--- config.mk ---
export PLATFORM = sky130hd
export DESIGN_NAME = serial_frame_packer
export DESIGN_NICKNAME = d
export VERILOG_FILES = /design/src/rtl/serial_frame_packer.sv
export SDC_FILE = /design/constraint.sdc
export NUM_CORES = 1
export LEC_CHECK = 0
export BUFFER_PORTS_ARGS = -buffer_cell sky130_fd_sc_hd__buf_2
export CAP_MARGIN = 10
export CORE_ASPECT_RATIO = 0.8
export CORE_MARGIN = 1
export CORE_UTILIZATION = 60
export DETAILED_ROUTE_END_ITERATION = 16
export GPL_TIMING_DRIVEN = 0
export PLACE_DENSITY = 0.79
export SETUP_SLACK_MARGIN = 0.5
export SLEW_MARGIN = 25
export SYNTH_ARGS = -nofsm -noshare
export SYNTH_HDL_FRONTEND = slang
export SYNTH_SLANG_ARGS = --single-unit
--- constraint.sdc ---
create_clock -name myclock -period 3.6 [get_ports myclock]
set_input_delay 0.18 -clock myclock [delete_from_list [all_inputs] [get_ports myclock]]
set_output_delay 0.18 -clock myclock [all_outputs]
set_load 0.05 [all_outputs]
--- src/rtl/serial_frame_packer.sv ---
// Serial frame receiver (start, 8 data bits MSB first, stop) feeding a small holding FIFO
// that drains into a downstream FIFO. Even parity is compiled in with `define FRAME_PARITY_EN.
module serial_frame_packer #(
    parameter int HOLD_DEPTH = 2
) (
    input  logic       myclock,
    input  logic       resetn,
    input  logic       sin,
    input  logic       fifo_full,
    input  logic       clr_err,
    output logic       push,
    output logic [7:0] wdata,
    output logic       busy,
    output logic       frame_err,
    output logic       overrun,
    output logic [1:0] state_dbg
);

    localparam int PW = (HOLD_DEPTH > 1) ? $clog2(HOLD_DEPTH) : 1;
    localparam int CW = $clog2(HOLD_DEPTH + 1);

    typedef enum logic [1:0] {
        S_IDLE   = 2'd0,
        S_DATA   = 2'd1,
        S_PARITY = 2'd2,
        S_STOP   = 2'd3
    } state_t;

    state_t          state_q, state_d;
    logic [2:0]      cnt_q, cnt_d;
    logic [7:0]      shift_q, shift_d;
    logic [7:0]      mem_q [HOLD_DEPTH];
    logic [7:0]      mem_d [HOLD_DEPTH];
    logic [PW-1:0]   head_q, head_d, tail_q, tail_d;
    logic [CW-1:0]   count_q, count_d;
    logic            frame_err_q, frame_err_d;
    logic            overrun_q, overrun_d;
`ifdef FRAME_PARITY_EN
    logic            par_bad_q, par_bad_d;
`endif

    logic byte_good, set_ferr, enq, deq, full, drop;

    // State register
    always_ff @(posedge myclock or negedge resetn) begin
        if (!resetn) state_q <= S_IDLE;
        else         state_q <= state_d;
    end

    // Next-state logic
    always_comb begin
        state_d = state_q;
        case (state_q)
            S_IDLE: if (!sin) state_d = S_DATA;
            S_DATA: begin
                if (cnt_q == 3'd7) begin
`ifdef FRAME_PARITY_EN
                    state_d = S_PARITY;
`else
                    state_d = S_STOP;
`endif
                end
            end
            S_STOP:  state_d = S_IDLE;
            default: state_d = S_STOP;
        endcase
    end

    // FSM outputs
    always_comb begin
        busy      = (state_q != S_IDLE);
        state_dbg = state_q;
    end

    // Bit counter, shifter and frame validation
    always_comb begin
        cnt_d     = cnt_q;
        shift_d   = shift_q;
        byte_good = 1'b0;
        set_ferr  = 1'b0;
`ifdef FRAME_PARITY_EN
        par_bad_d = par_bad_q;
`endif
        case (state_q)
            S_IDLE: cnt_d = 3'd0;
            S_DATA: begin
                shift_d = {shift_q[6:0], sin};
                cnt_d   = cnt_q + 3'd1;
            end
`ifdef FRAME_PARITY_EN
            S_PARITY: begin
                par_bad_d = (sin != ^shift_q);
                set_ferr  = (sin != ^shift_q);
            end
            S_STOP: begin
                if (sin) byte_good = !par_bad_q;
                else     set_ferr  = 1'b1;
            end
`else
            S_STOP: begin
                if (sin) byte_good = 1'b1;
                else     set_ferr  = 1'b1;
            end
`endif
            default: ;
        endcase
    end

    // Holding buffer: a full buffer still accepts a byte when the head leaves on the same edge
    always_comb begin
        deq     = push;
        full    = (count_q == CW'(HOLD_DEPTH));
        enq     = byte_good && (!full || deq);
        drop    = byte_good && full && !deq;
        mem_d   = mem_q;
        head_d  = head_q;
        tail_d  = tail_q;
        count_d = count_q;
        if (enq) begin
            mem_d[tail_q] = shift_q;
            tail_d = (tail_q == PW'(HOLD_DEPTH - 1)) ? '0 : tail_q + PW'(1);
        end
        if (deq) begin
            head_d = (head_q == PW'(HOLD_DEPTH - 1)) ? '0 : head_q + PW'(1);
        end
        case ({enq, deq})
            2'b10:   count_d = count_q + CW'(1);
            2'b01:   count_d = count_q - CW'(1);
            default: count_d = count_q;
        endcase
        // A new error on the clearing edge wins
        frame_err_d = (frame_err_q & ~clr_err) | set_ferr;
        overrun_d   = (overrun_q & ~clr_err) | drop;
    end

    always_ff @(posedge myclock or negedge resetn) begin
        if (!resetn) begin
            cnt_q       <= 3'd0;
            shift_q     <= 8'h00;
            head_q      <= '0;
            tail_q      <= '0;
            count_q     <= '0;
            frame_err_q <= 1'b0;
            overrun_q   <= 1'b0;
            for (int i = 0; i < HOLD_DEPTH; i++) mem_q[i] <= 8'h00;
`ifdef FRAME_PARITY_EN
            par_bad_q   <= 1'b0;
`endif
        end else begin
            cnt_q       <= cnt_d;
            shift_q     <= shift_d;
            head_q      <= head_d;
            tail_q      <= tail_d;
            count_q     <= count_d;
            frame_err_q <= frame_err_d;
            overrun_q   <= overrun_d;
            mem_q       <= mem_d;
`ifdef FRAME_PARITY_EN
            par_bad_q   <= par_bad_d;
`endif
        end
    end

    assign push      = (count_q != '0) && !fifo_full;
    assign wdata     = (count_q != '0) ? mem_q[head_q] : 8'h00;
    assign frame_err = frame_err_q;
    assign overrun   = overrun_q;

endmodule

; Word-level counts from Yosys, hierarchy flattened
; Index checks and enable logic that the tools add are counted.
[classes]
muxes = 18
n_reduce_logical = 15
n_bitwise = 7
order_cmp = 3
addsub = 5
n_eq_ne = 8
[ops]
columns = operator, n
row1 = 8-bit two-way mux, 5
row2 = 16-bit bitwise mux, 1
row3 = 8-bit demux with 1-bit select, 1
row4 = 2-bit nonzero test, 4
row5 = 2-bit == test (second input constant), 3
row6 = 1-bit two-way mux, 6
row7 = 2-bit case mux with 3 select lines, 1
row8 = 3-bit case mux with 2 select lines, 1
row9 = 1-bit logical AND, 5
row10 = 2-bit by 1-bit == test with 1-bit output (second input constant), 2
row11 = 2-bit greater-or-equal comparator (second input constant), 2
row12 = 2-bit two-way mux, 2
row13 = 2-bit != test (second input constant), 2
row14 = 1-bit inverter with 2-bit output, 2
row15 = 2-bit case mux with 2 select lines, 1
row16 = 3-bit by 1-bit adder with 3-bit output (second input constant), 1
row17 = 3-bit == test (second input constant), 1
row18 = 1-bit zero test, 3
row19 = 1-bit adder (second input constant), 2
row20 = 2-bit by 1-bit adder with 2-bit output (second input constant), 1
row21 = 1-bit AND, 2
row22 = 2-bit zero test, 1
row23 = 2-bit by 1-bit less-than comparator with 1-bit output (second input constant), 1
row24 = 1-bit OR, 2
row25 = 4 further kinds, 4
[word_totals]
wordCells = 66
ff_bits = 35
in_bits = 5

; Depth between registers and ports, before layout
; Gate-level depths: netlist of the first run.
[depth]
word_depth = 6
depth_mapped = 6

; Worst setup path after synthesis of the first run
; OpenSTA, ideal clock, no wires.
[synth_path]
path_kind = reg-to-reg
start = reg count_q[1]
end = reg count_q[1]
path_buffers = 0
required_time_ns = 3.521
synth_period_minus_slack_ns = 2.020
arrival_ns = 1.940
path_slack_ns = 1.580
stages_incl_launch_ff = 6
path_cell_list = dfrtp_1 -> nor2_1 -> nor2_1 -> ha_1 -> nor2_1 -> xor2_1
[synth_between]
elab_chain_len = 6
elab_cells_between_ends = 12
[synth_lines]
columns = item, line
row1 = from (decl), 35  ; logic [CW-1:0] count_q, count_d;
row2 = from (signal assigned), 154  ; count_q <= count_d;
row3 = 2-bit nonzero test (*), 164  ; assign push = (count_q != '0) && !fifo_full;
row4 = 1-bit logical AND (*), 164
row5 = net push, 11  ; output logic push,
row6 = 1-bit logical OR, 113  ; enq = byte_good && (!full || deq);
row7 = 1-bit logical AND, 113
row8 = 2-bit by 1-bit == test with 1-bit output or 2-bit == test (tied branches), 126  ; case ({enq, deq})
row9 = 2-bit case mux with 2 select lines or 2-bit nonzero test (tied branches), -
; Mark *: on every way through the listed nets, which the timed path passes. The rest lies on a longest branch.
; A chain may end at the register's enable or synchronous reset.

; Worst setup path after layout of the first run
[layout_path]
start = reg count_q[0]
end = out push
[layout_between]
elab_chain_len = 2
[layout_lines]
columns = item, line
row1 = 2-bit nonzero test, 164
row2 = 1-bit logical AND, 164
row3 = to (decl), 11
; Every way passes these cells.

==> flow_summary.ini, run 1 <==
[setup_path]
cp.arrival_ns = 1.81
max_stage_delay_ns = 0.60
cp-start-kind = flip-flop
cp-end-kind = primary output
critPathSlowestCell = nor2_1
crit_type = flip-flop to primary output
required_ns = 3.42
cp_max_fo = 9
path_cells = nor2_1 -> nor2_1 -> buf_2
crit_top_cell = nor2_1

[synthesis]
yosysTopAreaCellShare = 0.563
synthDistinctLibCells = 18
ys_top_cells_by_area = dfrtp_1 56%, mux2_2 19%, mux2i_1 5.8%, ha_1 4.8%, nor2_1 2.9%
synthCells = 113
yosysSeqAreaShare = 0.563
yosys_warnings = 0
synth_fp_nets = 124
synth_area_leader_cell = dfrtp_1
syn_area_mm2 = 0.00156
synth-seq-cells = 35
synth_edf_count = 0
ys.flop_type = dfrtp_1
async_reset_ff_frac = 1.00
postSynthAreaPerCell_um2 = 13.8

[sta]
finClkSkew_ns = 0.00567
maxSlewHeadroom = 0.496
drv_slew = 0
finalSetupViolCount = 0
worst_pin_slew_ns = 0.756
timing_hold_violations_final = 0
fmax_ghz = 0.504
finalCriticalPeriod_ns = 1.99
finalSetupTns_ns = 0
fin_crit_sh = 0.551
rsz0062_at_grt = no

[layout]
nets = 150
antennaDiodeCount = 0
area_growth_pct = 13.7
final_util = 0.725
layout-drive-gt1-share = 0.393

[floorplan]
start_util = 0.637
die_h_um = 47.6
core_area_mm2 = 0.00244
dieArea_mm2 = 0.00280
num_rows = 16
die_w_um = 58.9
ioPinCount = 19

[routing]
via_per_inst = 5.08
drt-total-wl_um = 2430
drt_iter0_drc = 12
drc_errors = 0
wl_per_cell_um = 13.8
firstDrtPassIters = 3
num_vias = 894
ant_nets = 0

[global_route]
grt_max_degree = 36
grt_pass1_wl_um = 3780
grt_pass1_vias = 819
gr-usage-all-layers = 0.196
overflow = 0
antenna_found_initial = 0

[clock_tree]
cts.path.max_buffers = 2
clk_pin_slew_worst_paths_ns = 0.09
cts.repair.resized = 0
cts-root-buf = clkbuf_4
cts_tree = yes
insertion_delay_ns = 0.32
cts-buffers-inserted = 5
clock-sinks = 35
h-tree-depth = 2

[placement]
port_buffers = 18
globalplace.congestion = 0.718
hpwl_um = 1680

[outcome]
status = finished, final reports clean

[worst_hold_path]
hp-class = input pin to flip-flop

[run]
drv_cap = 0
## layout by cell type, fill, tap and decap left out
master / netlist / routed
dfrtp_1: 35 / 35
mux2_2: 26 / 26
buf_2: 2 / 20
nor2_1: 12 / 12
mux2i_1: 9 / 9
inv_1: 7 / 7
ha_1: 6 / 6
clkbuf_4: 0 / 5
xnor2_1: 3 / 3
o22ai_1: 2 / 2
a22o_1: 2 / 2
xor2_1: 2 / 2
clkbuf_8: 0 / 2
nand3b_4: 1 / 1
nand3_1: 1 / 1
nand2_1: 1 / 1
and4_1: 1 / 1
a22oi_1: 1 / 1
buf_1: 1 / 1
nor3b_4: 1 / 1
clkbuf_1: 0 / 1
dlygate4sd3_1: 0 / 1
## cell type report
cell class              count  area, um2
fillers                   178        672
clock buffers               8       68.8
well taps                  36       45.0
plain buffers               3       13.8
repair buffers             19        100
multi-input cells          68        641
inverters                   7       26.3
flip-flops and latches     35        876
## logic make-up after synthesis
| family | Yosys count | synth area share |
|---|---|---|
| AOI/OAI and AO/OA | 5 | 0.0241 |
| xor gates and xnor gates | 5 | 0.0281 |
| adders and majority gates | 6 | 0.0482 |
| buffers and inverters | 10 | 0.0257 |
| DFF | 35 | 0.563 |
| muxes | 35 | 0.246 |
| and+or+nand+nor | 17 | 0.0651 |
## sequential cells by signal, summed over array words and instances, names as in the netlist
signal / count
count_q: 2
frame_err: 1
overrun: 1
shift_q: 8
cnt_q: 3
mem_q: 16
tail_q: 1
state_dbg: 2
head_q: 1
## cells in the mapped netlist (all sizes together) (2+ instances only)
cell   instances
xor2           2
inv            7
dfrtp         35
nor2          12
buf            3
o22ai          2
ha             6
a22o           2
mux2i          9
mux2          26
xnor2          3
## stage by stage
step           area, um2  setup slack, ns  hold WS (ns)  instances
6_report            1770             1.61        0.0560        176
4_1_cts             1770             1.61        0.0439        176
3_5_place_dp        1690             1.69         0.290        167
3_3_place_gp        1690             1.74         0.277        167
5_1_grt             1770             1.51        0.0468        176
2_1_floorplan       1560             1.58        -0.116        113
## critical path, delay by kind of cell (launching register included)
family,cells,cell delay [ns]
buffers and inverters,1,0.27
flip-flops,1,0.44
AND/OR/NAND/NOR,2,0.78
## path summary, 6_finish.rpt
kind / startpoint / to / slack (ns) / cells past startpoint
max: count_q[0]$_DFFE_PN0P_ / push / 1.61 / 3
min: clr_err / frame_err$_DFF_PN0_ / 0.06 / 2
max reg2reg: count_q[0]$_DFFE_PN0P_ / count_q[1]$_DFFE_PN0P_ / 1.64 / 5
min reg2reg: mem_q[8]$_DFFE_PN0P_ / mem_q[8]$_DFFE_PN0P_ / 0.51 / 1
max in group asynchronous: resetn / shift_q[2]$_DFFE_PN0N_ / 2.66 / 2
min in group asynchronous: resetn / mem_q[0]$_DFFE_PN0P_ / 0.47 / 2
## metal layers
| metal | routed length [um] | global-route usage | part of all wire |
|---|---|---|---|
| met5 | 0 | 0 | 0 |
| met4 | 17 | 0.0905 | 0.0070 |
| met3 | 82 | 0.0595 | 0.034 |
| met2 | 1120 | 0.293 | 0.46 |
| met1 | 1210 | 0.267 | 0.50 |
## repair_timing
item | in CTS | in global routing
hold endpoints to repair | 35 | 0
hold buffers | 1 | 0
setup buffers | 0 | 0
Power of run 1 is not shown: default switching activity piles up to over one toggle a cycle in this logic, so the estimate is an artifact.
==> run 2: changes to the inputs <==
--- a/config.mk
+++ b/config.mk
@@ -5,14 +5,15 @@
 export SDC_FILE = /design/constraint.sdc
 export NUM_CORES = 1
 export LEC_CHECK = 0
+export ABC_AREA = 1
 export BUFFER_PORTS_ARGS = -buffer_cell sky130_fd_sc_hd__buf_2
 export CAP_MARGIN = 10
 export CORE_ASPECT_RATIO = 0.8
 export CORE_MARGIN = 1
-export CORE_UTILIZATION = 60
+export CORE_UTILIZATION = 51
 export DETAILED_ROUTE_END_ITERATION = 16
 export GPL_TIMING_DRIVEN = 0
-export PLACE_DENSITY = 0.79
+export PLACE_DENSITY = 0.71
 export SETUP_SLACK_MARGIN = 0.5
 export SLEW_MARGIN = 25
 export SYNTH_ARGS = -nofsm -noshare
==> constraint.sdc (replaced) <==
create_clock -name myclock -period 1.65 [get_ports myclock]
set_input_delay 0.0825 -clock myclock [delete_from_list [all_inputs] [get_ports myclock]]
set_output_delay 0.0825 -clock myclock [all_outputs]
set_load 0.05 [all_outputs]
==> run 2 against run 1 <==
Effect of this change: setup slack got worse by 1.4 ns; synthesized area rose by 5.9%; via count rose by 77%; sequential share of layout area fell by 17 points; wire length rose by 110%; sequential cell count stayed put; core utilization rose by 15 points; register-to-register slack got worse by 1.4 ns; highest routed layer unchanged.
==> flow_summary.ini, run 2 <==
[outcome]
status = finished, final reports clean

[layout]
nets = 251
antennaDiodeCount = 0
layout-drive-gt1-share = 0.531
nFillCells = 142
top_register = mem_q
area_growth_pct = 62.8
final_cell_mix = 41 x nand2_1, 31 x dfrtp_1, 19 x buf_6, 17 x nand4_1, 17 x buf_4
final_common_cell = nand2_1
top_regs = mem_q x16, shift_q x8, cnt_q x3
largest_reg_flops = 16

[synthesis]
synthDistinctLibCells = 26
ys_top_cells_by_area = dfrtp_1 53%, nand2_1 15%, nand4_1 6.4%, ha_1 4.6%, inv_1 3.4%
yosysSeqAreaShare = 0.531
yosys_warnings = 0
postSynthAreaPerCell_um2 = 8.96
synth-seq-cells = 35
synth_edf_count = 0
synth_fp_nets = 195
synth_area_leader_cell = dfrtp_1
yosys.cell_count.top_type = nand2_1
async_reset_ff_frac = 1.00
ys.flop_type = dfrtp_1
synth_commonest_cells = 67 x nand2_1, 35 x dfrtp_1, 17 x nand4_1
yosysTopAreaCellShare = 0.531
syn_area_mm2 = 0.00165
synthCells = 184

[setup_path]
required_ns = 1.83
cp.arrival_ns = 1.58
r2r_start = state_dbg[0]$_DFFE_PN0P_
crit_type = flip-flop to flip-flop
cp-end-kind = flip-flop
cp-start-kind = flip-flop
cp_max_fo = 4
rrSetupSlack_ns = 0.26
r2r_cells = 9
timing.rr.end = count_q[1]$_DFFE_PN0P_

[floorplan]
die_w_um = 65.6
start_util = 0.534
ioPinCount = 19
core_area_mm2 = 0.00309
die_h_um = 52.9
num_rows = 18
dieArea_mm2 = 0.00347

[placement]
hpwl_um = 2350
port_buffers = 18
globalplace.congestion = 0.801
place_worst_setup_slack_ns = 0.120

[run]
drv_cap = 0

[sta]
drv_slew = 0
finalSetupTns_ns = 0
maxSlewHeadroom = 0.480
fin_crit_sh = 0.844
finClkSkew_ns = 0.00797
timing_hold_violations_final = 0
rsz0062_at_grt = yes
finalCriticalPeriod_ns = 1.39
worst_hold_slack_ns = 0.0647
worst_pin_slew_ns = 0.781
worst_slack_ns = 0.258
finalSetupViolCount = 0
fmax_ghz = 0.718

[routing]
drc_errors = 0
num_vias = 1582
drt_iter0_drc = 83
drt-total-wl_um = 5070
wl_per_cell_um = 18.0
ant_nets = 0
firstDrtPassIters = 4
via_per_inst = 5.63

[clock_tree]
insertion_delay_ns = 0.29
cts.path.max_buffers = 2
clk_pin_slew_worst_paths_ns = 0.07
cts_tree = yes
clock-sinks = 35
cts-buffers-inserted = 5
cts-root-buf = clkbuf_8
h-tree-depth = 2

[global_route]
antenna_found_initial = 0
grt_pass1_vias = 1456
gr-usage-all-layers = 0.273
overflow = 0
grt_max_degree = 36
grt_pass1_wl_um = 6760

[worst_hold_path]
min_to = frame_err$_DFF_PN0_
hp-class = input pin to flip-flop
min_from = sin
holdPathStages = 2

[power_and_ir_drop]
power.density_mw_per_mm2 = 2340
clkPwrFrac = 0.129
comb_power_share = 0.609
switching_power_mw = 2.86
leakagePower_nw = 1.30
pwr-share-seq = 0.262
ir_worst_vdd_mv = 1.55
sw_frac_of_total = 0.456
internal_power_mw = 3.41
-- run 2: cell count changes after synthesis, sizes merged, moves of 8 or more --
cell,previous run,this run
o21ai,0,12
a21oi,0,8
nor2,12,3
mux2i,9,0
inv,7,19
nand2,1,68
nand4,0,17
mux2,26,0
-- run 2: area by class of cell --
type / instances / area (um2) / share of cell area
multi-input combinational: 125 / 975 / 0.363
sequential: 35 / 881 / 0.328
timing repair buffer: 48 / 484 / 0.180
inverter: 19 / 105 / 0.0391
clock buffer: 6 / 82.6 / 0.0308
buffer: 6 / 72.6 / 0.0270
tap: 40 / 50.0 / 0.0186
clock inverter: 2 / 35.0 / 0.0130
-- run 2: critical path: stages (launching register included) --
cell,delay (ns)
dfrtp_2,0.46
ha_4,0.19
nand2_4,0.09
inv_8,0.03
nand2_4,0.06
ha_4,0.21
inv_4,0.06
nand3_4,0.07
nand2_2,0.07
nand2_1,0.05
-- run 2: timing repair --
action / 4_1_cts / 5_1_grt
gates cloned: 1 / 3
hold endpoints to repair: 36 / 0
hold buffers: 2 / 0
resized for setup: 53 / 67
setup endpoints to repair: 38 / 45
pin swaps: 11 / 19
buffers inserted: 17 / 8
-- run 2: cells by family (layout without fill, tap and decap cells) --
| logic type | Yosys count | in the layout | share of synthesized area |
|---|---|---|---|
| xor gates and xnor gates | 2 | 2 | 0.0106 |
| adders and majority gates | 6 | 6 | 0.0455 |
| AOI/OAI and AO/OA | 24 | 24 | 0.0827 |
| buffers and inverters | 25 | 81 | 0.0736 |
| DFF | 35 | 35 | 0.531 |
| and+or+nand+nor | 92 | 93 | 0.256 |
-- run 2: worst max-delay path by stage --
stage / from / to / slack (ns) / cells after the start
after floorplan: state_dbg[0]$_DFFE_PN0P_ / count_q[1]$_DFFE_PN0P_ / 0.16 / 8
after global routing: state_dbg[0]$_DFFE_PN0P_ / count_q[1]$_DFFE_PN0P_ / 0.20 / 10
final: state_dbg[0]$_DFFE_PN0P_ / count_q[1]$_DFFE_PN0P_ / 0.26 / 9
after global placement: count_q[1]$_DFFE_PN0P_ / count_q[1]$_DFFE_PN0P_ / 0.19 / 7
after CTS: count_q[0]$_DFFE_PN0P_ / count_q[1]$_DFFE_PN0P_ / 0.29 / 9
after detailed placement: count_q[1]$_DFFE_PN0P_ / count_q[1]$_DFFE_PN0P_ / 0.12 / 7
-- run 2: power groups by stage --
stage,Sequential (mW),Clock [mW],Combinational (mW)
finish,1.64,0.806,3.82
global route,1.67,0.845,4.05
CTS,1.53,0.794,2.92
detailed placement,1.52,0,2.18
global placement,1.50,0,2.10
floorplan,1.59,0,1.63
-- run 2: per-stage QoR --
step / instances / area, um2 / utilization / power [mW]
global placement: 242 / 1900 / 0.616 / 3.60
finish: 281 / 2690 / 0.870 / 6.27
global route: 281 / 2690 / 0.870 / 6.56
floorplan: 184 / 1760 / - / 3.23
CTS: 270 / 2360 / 0.766 / 5.24
detailed placement: 242 / 1900 / 0.616 / 3.70
-- run 2: routing by layer --
layer | share of wire | routed length, um | track usage
met4 | 0.036 | 184 | 0.109
met2 | 0.54 | 2750 | 0.478
met3 | 0.055 | 277 | 0.0517
met5 | 0 | 0 | 0
met1 | 0.37 | 1860 | 0.333
Note: power is estimated with default switching activity, not from simulation.
